===== src/rtl/sram_port_arbiter_if.sv =====
// Bus bundle between the SRAM port arbiter and its clients / SRAM controller.
// The master side is the client/controller environment, the slave side is
// the arbiter itself.
//
// Handshake: there is no valid/ready pair here. A loader asserts Req[i] and
// may only expect its write strobe to be accepted while Grant[i] is high and
// the arbiter is past its one-cycle setup (SRAM_we_n follows Client_we_n[i]
// only then). Ownership lasts until Req[i] drops or the inactivity timeout
// releases it.
interface sram_port_arbiter_if #(
    parameter int NUM_CLIENTS = 4,
    parameter int ADDR_W      = 18,
    parameter int DATA_W      = 16
);
    localparam int OWN_W = (NUM_CLIENTS > 2) ? $clog2(NUM_CLIENTS) : 1;

    logic [NUM_CLIENTS-1:0]        Req;
    logic [NUM_CLIENTS*ADDR_W-1:0] Client_address;
    logic [NUM_CLIENTS*DATA_W-1:0] Client_wdata;
    logic [NUM_CLIENTS-1:0]        Client_we_n;

    logic [NUM_CLIENTS-1:0]        Grant;
    logic [OWN_W-1:0]              Owner;
    logic                          Display_enable;
    logic                          Timeout_pulse;
    logic [ADDR_W-1:0]             SRAM_address;
    logic [DATA_W-1:0]             SRAM_write_data;
    logic                          SRAM_we_n;
    logic [ADDR_W-1:0]             Write_count;
    logic [1:0]                    state_dbg;

    modport master (
        output Req, Client_address, Client_wdata, Client_we_n,
        input  Grant, Owner, Display_enable, Timeout_pulse,
        input  SRAM_address, SRAM_write_data, SRAM_we_n, Write_count, state_dbg
    );

    modport slave (
        input  Req, Client_address, Client_wdata, Client_we_n,
        output Grant, Owner, Display_enable, Timeout_pulse,
        output SRAM_address, SRAM_write_data, SRAM_we_n, Write_count, state_dbg
    );
endinterface


===== src/rtl/sram_port_arbiter.sv =====
// SRAM port arbiter: the display client owns the SRAM port by default; loader
// clients request exclusive ownership, chosen round-robin, and keep it until
// they drop Req or stay idle (after having written) for TIMEOUT_CYCLES.
// Optional feature macro: ARB_WRITE_COUNT_EN (per-grant write counter).
// The FSM state is exposed on bus.state_dbg.
module sram_port_arbiter #(
    parameter int NUM_CLIENTS    = 4,
    parameter int ADDR_W         = 18,
    parameter int DATA_W         = 16,
    parameter int TIMEOUT_CYCLES = 50_000_000,
    parameter int DISPLAY_CLIENT = 0
) (
    input  logic Clock,
    input  logic Reset,
    sram_port_arbiter_if.slave bus
);
    localparam int OWN_W = (NUM_CLIENTS > 2) ? $clog2(NUM_CLIENTS) : 1;
    localparam int TW    = (TIMEOUT_CYCLES > 1) ? $clog2(TIMEOUT_CYCLES) : 1;
    localparam logic [TW-1:0]    T_MAX = TW'(TIMEOUT_CYCLES - 1);
    localparam logic [OWN_W-1:0] DISP  = OWN_W'(DISPLAY_CLIENT);
    localparam logic [OWN_W-1:0] LAST  = OWN_W'(NUM_CLIENTS - 1);

    typedef enum logic [1:0] {
        S_IDLE    = 2'd0,
        S_GRANT   = 2'd1,
        S_OWNED   = 2'd2,
        S_RELEASE = 2'd3
    } state_t;

    state_t                 state_q, state_d;
    logic [OWN_W-1:0]       owner_q, owner_d;
    logic [NUM_CLIENTS-1:0] grant_q, grant_d;
    logic                   disp_q, disp_d;
    logic                   pulse_q, pulse_d;
    logic [TW-1:0]          timer_q, timer_d;
    logic                   wrote_q, wrote_d;
    logic [OWN_W-1:0]       rr_q, rr_d;

    logic [NUM_CLIENTS-1:0] req_eff;
    logic                   pick_found;
    logic [OWN_W-1:0]       pick_idx;
    logic                   owner_req;
    logic                   owner_we_n;
    logic                   owner_write;
    logic                   timeout_hit;
    logic [OWN_W-1:0]       rr_next;

    // The display never requests; its Req bit is masked out of arbitration.
    always_comb begin
        req_eff                 = bus.Req;
        req_eff[DISPLAY_CLIENT] = 1'b0;
    end

    // Round-robin pick: first requesting loader at or after rr, wrapping.
    always_comb begin
        pick_found = 1'b0;
        pick_idx   = '0;
        for (int k = 0; k < NUM_CLIENTS; k++) begin
            if (!pick_found && req_eff[(int'(rr_q) + k) % NUM_CLIENTS]) begin
                pick_found = 1'b1;
                pick_idx   = OWN_W'((int'(rr_q) + k) % NUM_CLIENTS);
            end
        end
    end

    assign owner_req   = bus.Req[owner_q];
    assign owner_we_n  = bus.Client_we_n[owner_q];
    assign owner_write = (state_q == S_OWNED) && !owner_we_n;
    // Only a loader that has written at least once can be timed out.
    assign timeout_hit = (timer_q == T_MAX) && wrote_q;
    assign rr_next     = (owner_q == LAST) ? '0 : owner_q + 1'b1;

    // Next-state and next-output logic of the ownership FSM.
    always_comb begin
        state_d = state_q;
        owner_d = owner_q;
        grant_d = grant_q;
        disp_d  = disp_q;
        pulse_d = 1'b0;
        timer_d = timer_q;
        wrote_d = wrote_q;
        rr_d    = rr_q;
        case (state_q)
            S_IDLE: begin
                if (pick_found) begin
                    owner_d           = pick_idx;
                    grant_d           = '0;
                    grant_d[pick_idx] = 1'b1;
                    disp_d            = 1'b0;
                    timer_d           = '0;
                    wrote_d           = 1'b0;
                    state_d           = S_GRANT;
                end
            end
            S_GRANT: begin
                // Address already follows the new owner; writes stay blocked.
                state_d = S_OWNED;
            end
            S_OWNED: begin
                if (owner_write) begin
                    timer_d = '0;
                    wrote_d = 1'b1;
                end else if (timer_q != T_MAX) begin
                    timer_d = timer_q + 1'b1;
                end
                if (!owner_req || timeout_hit) begin
                    grant_d = '0;
                    rr_d    = rr_next;
                    // A Req drop wins over a coincident timeout.
                    pulse_d = owner_req;
                    state_d = S_RELEASE;
                end
            end
            S_RELEASE: begin
                owner_d = DISP;
                disp_d  = 1'b1;
                state_d = S_IDLE;
            end
            default: state_d = S_IDLE;
        endcase
    end

    // FSM and ownership registers; reset hands the port back to the display.
    always_ff @(posedge Clock or posedge Reset) begin
        if (Reset) begin
            state_q <= S_IDLE;
            owner_q <= DISP;
            grant_q <= '0;
            disp_q  <= 1'b1;
            pulse_q <= 1'b0;
            timer_q <= '0;
            wrote_q <= 1'b0;
            rr_q    <= '0;
        end else begin
            state_q <= state_d;
            owner_q <= owner_d;
            grant_q <= grant_d;
            disp_q  <= disp_d;
            pulse_q <= pulse_d;
            timer_q <= timer_d;
            wrote_q <= wrote_d;
            rr_q    <= rr_d;
        end
    end

    assign bus.Grant           = grant_q;
    assign bus.Owner           = owner_q;
    assign bus.Display_enable  = disp_q;
    assign bus.Timeout_pulse   = pulse_q;
    assign bus.state_dbg       = state_q;
    assign bus.SRAM_address    = bus.Client_address[int'(owner_q)*ADDR_W +: ADDR_W];
    assign bus.SRAM_write_data = bus.Client_wdata[int'(owner_q)*DATA_W +: DATA_W];
    assign bus.SRAM_we_n       = (state_q == S_OWNED) ? owner_we_n : 1'b1;

`ifdef ARB_WRITE_COUNT_EN
    logic [ADDR_W-1:0] wcount_q;

    // Writes accepted in the current grant; holds after release.
    always_ff @(posedge Clock or posedge Reset) begin
        if (Reset) begin
            wcount_q <= '0;
        end else if (state_q == S_IDLE && pick_found) begin
            wcount_q <= '0;
        end else if (owner_write) begin
            wcount_q <= wcount_q + 1'b1;
        end
    end

    assign bus.Write_count = wcount_q;
`else
    assign bus.Write_count = '0;
`endif
endmodule


===== src/flat_wrapper.sv =====
// flat-port wrapper written by rule: the top's interface ports become plain ports
module sram_port_arbiter_flat 
#(
    parameter int NUM_CLIENTS    = 4,
    parameter int ADDR_W         = 18,
    parameter int DATA_W         = 16,
    parameter int TIMEOUT_CYCLES = 50_000_000,
    parameter int DISPLAY_CLIENT = 0
)
  (Clock, Reset, bus_Req, bus_Client_address, bus_Client_wdata, bus_Client_we_n, bus_Grant, bus_Owner, bus_Display_enable, bus_Timeout_pulse, bus_SRAM_address, bus_SRAM_write_data, bus_SRAM_we_n, bus_Write_count, bus_state_dbg);
  sram_port_arbiter_if #(.NUM_CLIENTS(NUM_CLIENTS), .ADDR_W(ADDR_W), .DATA_W(DATA_W)) bus_i ();
  input  logic Clock;
  input  logic Reset;
  input wire logic [$bits(bus_i.Req)-1:0] bus_Req;
  input wire logic [$bits(bus_i.Client_address)-1:0] bus_Client_address;
  input wire logic [$bits(bus_i.Client_wdata)-1:0] bus_Client_wdata;
  input wire logic [$bits(bus_i.Client_we_n)-1:0] bus_Client_we_n;
  output wire logic [$bits(bus_i.Grant)-1:0] bus_Grant;
  output wire logic [$bits(bus_i.Owner)-1:0] bus_Owner;
  output wire logic [$bits(bus_i.Display_enable)-1:0] bus_Display_enable;
  output wire logic [$bits(bus_i.Timeout_pulse)-1:0] bus_Timeout_pulse;
  output wire logic [$bits(bus_i.SRAM_address)-1:0] bus_SRAM_address;
  output wire logic [$bits(bus_i.SRAM_write_data)-1:0] bus_SRAM_write_data;
  output wire logic [$bits(bus_i.SRAM_we_n)-1:0] bus_SRAM_we_n;
  output wire logic [$bits(bus_i.Write_count)-1:0] bus_Write_count;
  output wire logic [$bits(bus_i.state_dbg)-1:0] bus_state_dbg;
  assign bus_i.Req = bus_Req;
  assign bus_i.Client_address = bus_Client_address;
  assign bus_i.Client_wdata = bus_Client_wdata;
  assign bus_i.Client_we_n = bus_Client_we_n;
  assign bus_Grant = bus_i.Grant;
  assign bus_Owner = bus_i.Owner;
  assign bus_Display_enable = bus_i.Display_enable;
  assign bus_Timeout_pulse = bus_i.Timeout_pulse;
  assign bus_SRAM_address = bus_i.SRAM_address;
  assign bus_SRAM_write_data = bus_i.SRAM_write_data;
  assign bus_SRAM_we_n = bus_i.SRAM_we_n;
  assign bus_Write_count = bus_i.Write_count;
  assign bus_state_dbg = bus_i.state_dbg;
  sram_port_arbiter #(.NUM_CLIENTS(NUM_CLIENTS), .ADDR_W(ADDR_W), .DATA_W(DATA_W), .TIMEOUT_CYCLES(TIMEOUT_CYCLES), .DISPLAY_CLIENT(DISPLAY_CLIENT)) u_core (.Clock(Clock), .Reset(Reset), .bus(bus_i));
endmodule

===== config.mk =====
export PLATFORM = sky130hd
export DESIGN_NAME = sram_port_arbiter_flat
export DESIGN_NICKNAME = d
export VERILOG_FILES = /design/src/rtl/sram_port_arbiter_if.sv /design/src/rtl/sram_port_arbiter.sv /design/src/flat_wrapper.sv
export SDC_FILE = /design/constraint.sdc
export NUM_CORES = 1
export LEC_CHECK = 0
export ABC_AREA = 1
export ABC_CLOCK_PERIOD_IN_PS = 2100
export CORE_MARGIN = 10
export CORE_UTILIZATION = 41
export CTS_CLUSTER_SIZE = 8
export DETAILED_ROUTE_END_ITERATION = 7
export GPL_ROUTABILITY_DRIVEN = 1
export PLACE_DENSITY = 0.83
export SLEW_MARGIN = 20
export SYNTH_ARGS = -nofsm -noshare
export SYNTH_HDL_FRONTEND = slang
export SYNTH_SLANG_ARGS = --single-unit
export TNS_END_PERCENT = 10

===== constraint.sdc =====
create_clock -name Clock -period 2.1 [get_ports Clock]
set_clock_uncertainty 0.1 [all_clocks]
set_input_delay 0.42 -clock Clock [delete_from_list [all_inputs] [get_ports Clock]]
set_output_delay 0.42 -clock Clock [all_outputs]
set_load 0.02 [all_outputs]

==> results of run 1 <==
[flip-flops by register name, summed over array words and instances (netlist names)]
name / cells
u_core.bus.Timeout_pulse: 1
u_core.bus.Grant: 4
u_core.bus.state_dbg: 2
u_core.rr_q: 2
u_core.wrote_q: 1
u_core.timer_q: 26
u_core.bus.Display_enable: 1
u_core.bus.Owner: 2
[metal layers]
| metal | track usage (%) | part of all wire (%) | vias to the layer above |
|---|---|---|---|
| met1 | 23.9 | 36 | 2480 |
| met4 | 7.63 | 3.1 | 0 |
| met3 | 7.13 | 9.3 | 35 |
| met5 | 0 | 0 | - |
| met2 | 41.4 | 52 | 242 |
| li1 | - | - | 2505 |
[cell usage in the layout (no fill, tap or decap), drive strengths merged, types with 2 or more instances in the layout]
cell type	instances
a21oi	6
buf	74
clkbuf	15
clkdlybuf4s50	153
conb	18
dfrtp	38
ha	5
inv	37
nand2	165
nand3	34
nand4	20
nor2	124
nor3	6
o21ai	97
o22ai	34
or2	5
xnor2	2
xor2	7
[timing repair]
| item | in CTS | in global routing |
|---|---|---|
| gates resized for setup | 141 | 72 |
| gates cloned | 1 | 8 |
| setup endpoints to repair | 62 | 57 |
| setup buffers | 0 | 6 |
| pin swaps | 0 | 18 |
[where the power goes]
part | total, mW | switching [mW] | internal [mW]
Sequential | 1.02 | 0.144 | 0.875
Clock | 0.593 | 0.293 | 0.301
Combinational | 5.31 | 3.04 | 2.27
[cells by family after synthesis]
family,synth area share [%]
compound gates,21.2
xor+xnor,1.96
fa+ha+maj,1.55
buf+inv,11.9
flops,24.3
other cells,0.0931
simple gates,39.0
[critical path, delay by kind of cell (launching register included)]
family | cells | cell delay [ns]
flip-flops | 1 | 0.47
buffers and inverters | 5 | 0.65
AND/OR/NAND/NOR | 1 | 0.03
AO/OA/AOI/OAI | 1 | 0.15
[area by class of cell]
cell class | count | area [um^2]
timing repair buffer | 236 | 2430
clock buffer | 8 | 100
fill | 825 | 3170
sequential | 39 | 980
inverter | 37 | 144
tap | 133 | 166
multi-input combinational | 527 | 2700
[worst paths after layout]
kind | start | endpoint | slack, ns | depth (start not counted)
min | Reset | u_core.timer_q[12] | 0.37 | 3
max in group asynchronous | Reset | u_core.bus.Display_enable | 1.27 | 3
max reg2reg | u_core.bus.Owner[0] | u_core.timer_q[14] | 0.06 | 12
min reg2reg | u_core.bus.Grant[2] | u_core.bus.Grant[2] | 0.38 | 2
max | u_core.bus.Owner[0] | bus_SRAM_write_data[12] | -0.02 | 7
min in group Clock | u_core.bus.Grant[2] | u_core.bus.Grant[2] | 0.38 | 2
==> out/metrics.csv, run 1 <==
stage,metric,value,unit
pwr,power.total,6.92,mW
logic_synthesis,synth_edf_count,0,
logic_synthesis,syn_area,0.00403,mm^2
finish,area_growth,61.9,%
worst_setup_path,cpPeakStageDelay,0.47,ns
logic_synthesis,synth_area_leaders,"dfrtp_1, nand2_1, nor2_1",
clocking,clk_latency,0.30,ns
worst_setup_path,start_kind,register,
sta,finalCritPeriodShare,101,%
logic_synthesis,yosysTopAreaCell,dfrtp_1,
place,place_ws,-0.300,ns
pwr,power.density,1060,mW/mm^2
clocking,cts-buffers-inserted,5,
global_route,grt_max_degree,40,
global_route,grt_pass1_vias,5086,
routing,drtIter0Drc,418,
global_route,grt_overflow,0,
die,die_h,119,um
hold_path,hold_path_class,in2async,
clocking,clkTransAtPathRegs,0.08,ns
logic_synthesis,yosysMostFrequentCell,nand2_1,
logic_synthesis,synth.top_cell.area_share,23.6,%
clocking,cts_max_level,2,
worst_setup_path,end_kind,output pin,
worst_setup_path,worstPathCellList,inv_4 > buf_12 > buf_8 > buf_6 > nor2_2 > o22ai_1 > buf_4,
sta,hold_viol_final,0,
place,hpwl,13600,um
routing,viasPerCell,5.37,
sta,grt_setup_unrepaired,true,
sta,finalWorstSetupSlack,-0.0173,ns
place,gp_congestion,0.972,
run_status,violations,negative setup slack,
sta,tns,-0.0218,ns
logic_synthesis,synthCells,639,
clocking,cts_tree,built,
worst_setup_path,critPathRequiredTime,1.58,ns
die,start_util,41.6,%
pwr,leakagePower,2.80,nW
run,maxCapViolCount,0,
clocking,clockBufferDepth,2,
sta,hold_slack,0.375,ns
sta,layout_min_cycle_time,2.12,ns
sta,fmax,0.472,GHz
routing,first_pass_iters,5,
worst_setup_path,critPathSlowestCell,dfrtp_2,
finish,fin_nets,997,
global_route,grtUsageTotal,22.6,%
worst_setup_path,cp_max_fo,5,
clocking,root_buffer,clkbuf_8,
place,portBuffers,190,
clocking,hold_buffers,0,
die,core_area,0.00968,mm^2
worst_setup_path,critical_path_arrival,1.60,ns
routing,drc,0,
routing,drt_wl_total,18000,um
finish,insertedDiodeCount,0,
routing,vias,5262,
logic_synthesis,avgSynthCellArea,6.30,um^2
finish,drive_gt1_share,21.8,%
pwr,peakVddDrop,597,uV
place,dp_cells,957,
finish,stdcell_area,0.00652,mm^2
clocking,cts_sinks,39,
logic_synthesis,ys_types,36,
logic_synthesis,synth_common_cells,"nand2_1, nor2_1, o21ai_0",
worst_setup_path,criticalPathCategory,reg2out,
finish,instances_no_fill,980,
sta,setup_violations,2,
die,dieArea,0.0142,mm^2
global_route,grt_pass1_wl,26600,um
logic_synthesis,ys_warn_count,0,
die,rows,36,
logic_synthesis,yosysSeqAreaShare,24.3,%
global_route,antenna_found_initial,0,
routing,avgRoutedWirePerCell,18.4,um
die,pin_count,209,
logic_synthesis,async_reset_ff_share,100,%
sta,finalMaxSlewViolations,0,
die,die_x,119,um
logic_synthesis,synth_seq_cells,39,
run_status,outcome,"complete, but fails checks",
finish,final_util,67.3,%
logic_synthesis,synth_ff_type,dfrtp_1,
routing,ant_nets,0,
place,placed_area,0.00615,mm^2
Note: power is estimated with default switching activity, not from simulation.
==> run 2: changes to the inputs <==
GPL_TIMING_DRIVEN = 0   (was unset)
==> run 2 against run 1 <==
The run still ends with negative setup slack left. Via count rose by 1.4%. Highest routed layer unchanged. Worst hold slack lost 0.081 ns. Clock-buffer cell count fell by 3. First-iteration DRC count increased by 3.8%.
==> out/metrics.csv, run 2 (synthesis gave the netlist of run 1 again) <==
stage,metric,value,unit,change
finish,ff_latch_area,980,um^2,unchanged
finish,drive_gt1_share,24.2,%,was 21.8%
global_route,grt_pass1_vias,5304,,was 5086
finish,fin_nets,1018,,was 997
place,hpwl,15100,um,was 13600 um
clocking,clk_latency,0.30,ns,about the same
run_status,outcome,"complete, but fails checks",,unchanged
sta,finalWorstSetupSlack,-0.0439,ns,was -0.0173 ns
finish,final_util,69.1,%,was 67.3%
worst_setup_path,path_common_cell,clkbuf_16,,
worst_setup_path,cpPeakStageDelay,0.46,ns,was 0.47 ns
worst_setup_path,cp_max_fo,11,,was 5
sta,layout_min_cycle_time,2.14,ns,was 2.12 ns
finish,final_cell_mix,"clkdlybuf4s50_1, nand2_1, nor2_1",,unchanged
global_route,grt_max_degree,26,,was 40
finish,final_common_cell,clkdlybuf4s50_1,,unchanged
global_route,grt_overflow,0,,unchanged
worst_setup_path,r2r_start,u_core.timer_q[0],,was u_core.bus.Owner[0]
pwr,power.total,7.29,mW,was 6.92 mW
sta,hold_slack,0.294,ns,was 0.375 ns
finish,largest_reg_flops,26,,unchanged
clocking,clkTransAtPathRegs,0.08,ns,about the same
die,dieArea,0.0142,mm^2,unchanged
sta,hold_viol_final,0,,unchanged
die,rows,36,,unchanged
global_route,antenna_found_initial,0,,unchanged
routing,vias,5337,,was 5262
worst_setup_path,critical_path_arrival,1.62,ns,was 1.60 ns
die,die_h,119,um,unchanged
global_route,grt_pass1_wl,28200,um,was 26600 um
finish,area_growth,66.1,%,was 61.9%
finish,fillers,806,,was 825
run,maxCapViolCount,0,,unchanged
worst_setup_path,reg2reg_slack,0.04,ns,was 0.06 ns
routing,first_pass_iters,5,,unchanged
finish,regMostFlops,u_core.timer_q,,unchanged
place,portBuffers,190,,unchanged
clocking,cts-buffers-inserted,5,,unchanged
worst_setup_path,ff2ff_path_depth,11,,was 12
die,core_area,0.00968,mm^2,unchanged
worst_setup_path,cpLargestDelayFamily,buffers and inverters,,unchanged
pwr,leakagePower,2.89,nW,was 2.80 nW
clocking,clockBufferDepth,2,,unchanged
die,start_util,41.6,%,unchanged
routing,drc,0,,unchanged
worst_setup_path,criticalPathCategory,reg2out,,unchanged
routing,avgRoutedWirePerCell,18.8,um,was 18.4 um
sta,finalMaxSlewViolations,0,,unchanged
clocking,cts_sinks,39,,unchanged
global_route,grtUsageTotal,24.2,%,was 22.6%
clocking,cts_max_level,2,,unchanged
routing,drt_wl_total,18900,um,was 18000 um
worst_setup_path,start_kind,register,,unchanged
worst_setup_path,worstPathCellList,buf_6 > clkbuf_16 > clkbuf_16 > nor2_1 > o22ai_1 > buf_4,,was inv_4 > buf_12 > buf_8 > buf_6 > nor2_2 > o22ai_1 > buf_4
worst_setup_path,r2r_end,u_core.timer_q[10],,was u_core.timer_q[14]
pwr,power.density,1090,mW/mm^2,was 1060 mW/mm^2
routing,viasPerCell,5.33,,was 5.37
worst_setup_path,critPathSlowestCell,dfrtp_2,,unchanged
sta,grt_setup_unrepaired,true,,unchanged
pwr,peakVddDrop,685,uV,was 597 uV
worst_setup_path,end_kind,output pin,,unchanged
routing,ant_nets,0,,unchanged
sta,setup_violations,10,,was 2
clocking,root_buffer,clkbuf_8,,unchanged
hold_path,hold_path_class,in2async,,unchanged
sta,fmax,0.466,GHz,was 0.472 GHz
finish,insertedDiodeCount,0,,unchanged
die,pin_count,209,,unchanged
clocking,cts_tree,built,,unchanged
run_status,violations,negative setup slack,,unchanged
worst_setup_path,critPathRequiredTime,1.58,ns,about the same
die,die_x,119,um,unchanged
finish,multi_input_area,0.00273,mm^2,was 0.00270 mm^2
place,gp_congestion,1.00,,was 0.972
worst_setup_path,cp_num_buf_inv,4,,was 5
routing,drtIter0Drc,434,,was 418
sta,finalCritPeriodShare,102,%,was 101%
[run 2: metal layers]
layer,vias to the layer above,global-route usage [%],part of all wire (%)
met3,41,7.42,9.2
met5,-,0,0
met2,254,45.5,53
li1,2553,-,-
met4,0,6.34,2.6
met1,2489,25.4,35
[run 2: area by class of cell]
type	instances	area share (%)
Multi-Input combinational cell	528	40.8
Tap cell	133	2.49
Buffer	52	7.99
Inverter	37	2.26
Clock inverter	3	1.01
Sequential cell	39	14.6
Clock buffer	5	1.03
Timing Repair Buffer	204	29.8
[run 2: through the flow]
step / setup WS (ns) / TNS [ns] / cells / instance area (um^2)
2_1_floorplan: -0.102 / -0.730 / 656 / 4100
3_3_place_gp: -0.832 / -31.80 / 979 / 6170
3_5_place_dp: -0.882 / -27.52 / 980 / 6190
4_1_cts: -0.0516 / -0.286 / 995 / 6440
5_1_grt: -0.0841 / -1.39 / 1001 / 6690
6_report: -0.0439 / -0.198 / 1001 / 6690
[run 2: worst max-delay path by stage]
stage / from / end / cells past startpoint
2_1_floorplan: u_core.bus.Owner[0] / bus_SRAM_address[3] / 5
6_report: u_core.bus.Owner[0] / bus_SRAM_write_data[15] / 6
3_5_place_dp: u_core.bus.Owner[0] / bus_SRAM_write_data[8] / 6
4_1_cts: u_core.bus.Owner[0] / bus_SRAM_write_data[11] / 6
5_1_grt: u_core.bus.Owner[0] / bus_SRAM_write_data[11] / 5
3_3_place_gp: u_core.bus.Owner[0] / bus_SRAM_write_data[11] / 6
[run 2: power breakdown]
| part | total (mW) | leakage, nW | internal (mW) | switching (mW) |
|---|---|---|---|---|
| clock | 0.774 | 0.0644 | 0.474 | 0.299 |
| sequential | 0.966 | 0.523 | 0.875 | 0.0905 |
| combinational | 5.55 | 2.30 | 2.34 | 3.22 |
| total | 7.29 | 2.89 | 3.69 | 3.61 |
[run 2: repair_timing]
item                       4_1_cts  5_1_grt
gates cloned                     1        4
pin swaps                        2        9
setup endpoints to repair       66       66
setup buffers                    6        3
gates resized for setup        227       60
hold endpoints to repair         0        0
hold buffers                     0        0
